**config.mk**
```make
export PLATFORM = sky130hd
export DESIGN_NAME = unary_stream_decoder
export DESIGN_NICKNAME = d
export VERILOG_FILES = /design/src/rtl/unary_stream_decoder.sv
export SDC_FILE = /design/constraint.sdc
export NUM_CORES = 1
export LEC_CHECK = 0
export ABC_AREA = 1
export ABC_CLOCK_PERIOD_IN_PS = 6100
export CORE_UTILIZATION = 45
export DETAILED_ROUTE_END_ITERATION = 12
export GPL_ROUTABILITY_DRIVEN = 0
export PLACE_DENSITY = 0.67
export SYNTH_ARGS = -nofsm -noshare
export SYNTH_HDL_FRONTEND = slang
export SYNTH_SLANG_ARGS = --single-unit
```
**constraint.sdc**
```tcl
create_clock -name clk_i -period 6.1 [get_ports clk_i]
set_clock_uncertainty 0.15 [all_clocks]
set_input_delay 1.22 -clock clk_i [delete_from_list [all_inputs] [get_ports clk_i]]
set_output_delay 1.22 -clock clk_i [all_outputs]
set_load 0.02 [all_outputs]
```
**src/rtl/unary_stream_decoder.sv**
```systemverilog
// Unary stream decoder: counts a burst of consecutive ones after an arm handshake and
// returns the binary count on a valid/ready port; no burst within Timeout cycles yields 0.
module unary_stream_decoder #(
  parameter int unsigned BinBits = 4,
  parameter int unsigned OutBits = 2 * BinBits + 1,
  parameter int unsigned Timeout = 1 << (2 * BinBits)
) (
  input  logic               clk_i,
  input  logic               rst_ni,
  input  logic               start_i,
  output logic               start_ready_o,
  input  logic               in_i,
  output logic               out_valid_o,
  input  logic               out_ready_i,
  output logic [OutBits-1:0] out_value_o,
  output logic               out_sat_o,
  output logic               busy_o
);

  localparam int unsigned TimerW = $clog2(Timeout) + 1;
  localparam logic [TimerW-1:0] TimerMax = TimerW'(Timeout - 1);
  localparam logic [OutBits-1:0] CountMax = '1;

  typedef enum logic [1:0] {StIdle, StWait, StCount, StDone} state_e;

  state_e              state_q, state_d;
  logic [OutBits-1:0]  count_q, count_d;
  logic [TimerW-1:0]   timer_q, timer_d;
  logic                sat_q, sat_d;

  always_ff @(posedge clk_i or negedge rst_ni) begin
    if (!rst_ni) begin
      state_q <= StIdle;
      count_q <= '0;
      timer_q <= '0;
      sat_q   <= 1'b0;
    end else begin
      state_q <= state_d;
      count_q <= count_d;
      timer_q <= timer_d;
      sat_q   <= sat_d;
    end
  end

  always_comb begin
    state_d = state_q;
    count_d = count_q;
    timer_d = timer_q;
    sat_d   = sat_q;
    unique case (state_q)
      StIdle: begin
        if (start_i) begin
          state_d = StWait;
          count_d = '0;
          timer_d = '0;
          sat_d   = 1'b0;
        end
      end
      StWait: begin
        if (in_i) begin
          count_d = OutBits'(1);
          state_d = StCount;
        end else if (timer_q == TimerMax) begin
          count_d = '0;
          state_d = StDone;
        end else begin
          timer_d = timer_q + 1'b1;
        end
      end
      StCount: begin
        if (in_i) begin
          // Hold at the maximum and flag that at least one increment was dropped.
          if (count_q == CountMax) begin
            sat_d = 1'b1;
          end else begin
            count_d = count_q + 1'b1;
          end
        end else begin
          state_d = StDone;
        end
      end
      StDone: begin
        if (out_ready_i) begin
          state_d = StIdle;
        end
      end
      default: state_d = StIdle;
    endcase
  end

  assign start_ready_o = (state_q == StIdle);
  assign out_valid_o   = (state_q == StDone);
  assign busy_o        = (state_q == StWait) || (state_q == StCount);
  assign out_value_o   = count_q;
  assign out_sat_o     = sat_q;

endmodule
```
==> results.sh <==
export IMPL_outcome="completed"
export IMPL_yosysTopAreaCellShare_pct=38.0
export IMPL_relSlewSlack_pct=35.6
export IMPL_p_switching_w=0.000286
export IMPL_cp_start_kind="flip-flop"
export IMPL_max_stage_delay_ns=0.66
export IMPL_final_cell_mix="nand2_1 (49), inv_1 (22), dfrtp_1 (21), nor2_1 (20), clkdlybuf4s50_1 (17)"
export IMPL_die_w_um=57.4
export IMPL_crit_type="flip-flop to output port"
export IMPL_synthTopCellsByArea="dfrtp_1 (38%), nand2_1 (13%), ha_1 (7.2%), inv_1 (6.0%), nor2_1 (5.4%)"
export IMPL_ys_types=27
export IMPL_core_area_um2=2830
export IMPL_dp_hpwl_um=2160
export IMPL_routed_via_density=5.18
export IMPL_cp_num_buf_inv=2
export IMPL_antenna_found_initial=0
export IMPL_initial_core_util_pct=48.8
export IMPL_io_pins=18
export IMPL_hold_path_class="flip-flop to flip-flop"
export IMPL_numCtsBuffers=3
export IMPL_clockRootBuffer="clkbuf_4"
export IMPL_hold_viol=0
export IMPL_fin_crit_ns=3.23
export IMPL_path_cells="inv_1 > ha_1 > clkdlybuf4s50_1"
export IMPL_cts_max_path_buffers=2
export IMPL_power_density_nw_per_um2=368
export IMPL_synth_area_um2=1380
export IMPL_dieHeight_um=57.4
export IMPL_syn_avg_cell_area_um2=7.59
export IMPL_synth_mux_area_share_pct=0
export IMPL_areaGrowthSynthToFinish_pct=15.4
export IMPL_swShare_pct=48.6
export IMPL_synth_top_family_by_area="simple AND/OR/NAND/NOR gates"
export IMPL_grt_pass1_vias=1177
export IMPL_dieArea_um2=3300
export IMPL_internal_power_w=0.000302
export IMPL_post_cts_repair_setup_buffers=0
export IMPL_final_cell_area_um2=1590
export IMPL_finalSetupViolCount=0
export IMPL_yosys_area_share_simple_pct=34.9
export IMPL_cts_hold_buf=0
export IMPL_worstSkewPairLatency_ns=0.30
export IMPL_vias=1202
export IMPL_synth_compound_area_share_pct=11.4
export IMPL_drive_gt1_share_pct=10.4
export IMPL_crit_required_ns=4.73
export IMPL_yosysTopAreaCell="dfrtp_1"
export IMPL_ys_ff_latch=21
export IMPL_setup_tns_ns=0
export IMPL_fp_row_count=19
export IMPL_ctsResizeCount=0
export IMPL_grt_max_degree=22
export IMPL_layout_commonest_cell="nand2_1"
export IMPL_power_frac_clock_pct=11.4
export IMPL_first_pass_iters=4
export IMPL_cts_tree="yes"
export IMPL_syn_num_nets=195
export IMPL_drtIter0Drc=38
export IMPL_clkSinkCount=21
export IMPL_ir_worst_vdd_mv=0.231
export IMPL_cp_arrival_ns=1.86
export IMPL_clk_pin_slew_worst_paths_ns=0.12
export IMPL_cpLargestDelayFamily="buffers and inverters"
export IMPL_yosysSeqAreaShare_pct=38.0
export IMPL_grt_overflow=0
export IMPL_grt_pass1_wl_um=5040
export IMPL_synth_warnings=0
export IMPL_p_seq_share_pct=30.2
export IMPL_wire_per_inst_um=12.1
export IMPL_final_util_pct=56.3
export IMPL_rsz0062_at_grt="no"
export IMPL_synthXorXnorAreaFrac_pct=0
export IMPL_combPwrFrac_pct=58.4
export IMPL_final_antenna_net_count=0
export IMPL_worst_pin_slew_ns=0.964
export IMPL_fill_cells=281
export IMPL_cap_violations=0
export IMPL_slowest_stage="clkdlybuf4s50_1"
export IMPL_synthAdderAreaFrac_pct=7.25
export IMPL_grt_usage_pct=19.7
export IMPL_drv_slew=0
export IMPL_port_buffers=17
export IMPL_antennaDiodeCount=0
export IMPL_crit_fanout=7
export IMPL_finalCritPeriodShare_pct=52.9
export IMPL_placed_cell_area_um2=1570
export IMPL_syn_inst=182
export IMPL_drcViolationCount=0
export IMPL_end_kind="output port"
export IMPL_drt_total_wl_um=2820
export IMPL_max_freq_mhz=310
export IMPL_htree_levels=1
export IMPL_final_net_count=215
export IMPL_p_leak_nw=0.776
==> routing by layer <==
| metal | vias up | global-route usage (%) | part of all wire, % |
|---|---|---|---|
| li1 | 627 | - | - |
| met1 | 557 | 24.1 | 47 |
| met2 | 16 | 36.4 | 50 |
| met3 | 2 | 2.49 | 2.5 |
| met4 | 0 | 4.53 | 0.60 |
| met5 | - | 0 | 0 |
==> worst reg2reg max path, delay by kind of cell, from the launching register on <==
| kind | cells | cell delay (ns) |
|---|---|---|
| DFF | 1 | 0.42 |
| adders and majority gates | 2 | 0.45 |
| AOI/OAI and AO/OA | 1 | 0.04 |
| and+or+nand+nor | 8 | 0.99 |
| buffers and inverters | 1 | 0.10 |
==> power by group through the flow <==
stage                     sequential (W)   clock, W  combinational (W)
final                           0.000177  0.0000671           0.000343
after global routing            0.000181  0.0000730           0.000389
after CTS                       0.000177  0.0000708           0.000347
after detailed placement        0.000180          0           0.000346
after global placement          0.000179          0           0.000338
after floorplan                 0.000183          0           0.000268
==> state kept, by name, summed over array words and instances, names as in the netlist <==
name         cells
out_value_o      9
timer_q          9
state_q          2
out_sat_o        1
==> cells by family after synthesis <==
group,Yosys count
AO/OA/AOI/OAI,25
adder cells (fa/ha/maj),8
buffers and inverters,27
flip-flops,21
AND/OR/NAND/NOR,101
==> cell usage after synthesis, drive strengths merged <==
cell type,n
nand2,53
inv,25
nor2,23
dfrtp,21
nand3,15
o21ai,14
ha,8
a21oi,6
nand4,6
buf,2
nand3b,2
nor3,2
o21bai,2
o22ai,2
a21boi,1
==> cell type report <==
type	instances	area, um^2	area share, %
multi-input cells	134	739	46.4
well taps	31	38.8	2.43
clock buffers	4	26.3	1.65
repair buffers	17	170	10.7
flip-flops and latches	21	526	33.0
inverters	25	93.8	5.89
==> worst paths after layout <==
| path | to | slack, ns | from | cells after the start |
|---|---|---|---|---|
| hold / removal | out_sat_o | 0.36 | out_sat_o | 2 |
| min in group asynchronous | timer_q[1] | 1.29 | rst_ni | 1 |
| setup / recovery | start_ready_o | 2.87 | state_q[0] | 3 |
| setup reg to reg | out_value_o[5] | 3.84 | timer_q[1] | 12 |
| max in group asynchronous | out_value_o[6] | 3.92 | rst_ni | 1 |
| hold reg to reg | out_sat_o | 0.36 | out_sat_o | 2 |
==> per-stage QoR <==
stage | setup WS (ns) | power, W | std cells | hold slack, ns
finish | 2.87 | 0.000587 | 232 | 0.357
global route | 2.77 | 0.000643 | 232 | 0.392
CTS | 2.87 | 0.000595 | 232 | 0.362
detailed placement | 3.23 | 0.000526 | 228 | 0.332
global placement | 3.27 | 0.000517 | 228 | 0.326
floorplan | 3.83 | 0.000451 | 182 | 0.337
No activity file was read; power rests on OpenSTA's default activity.
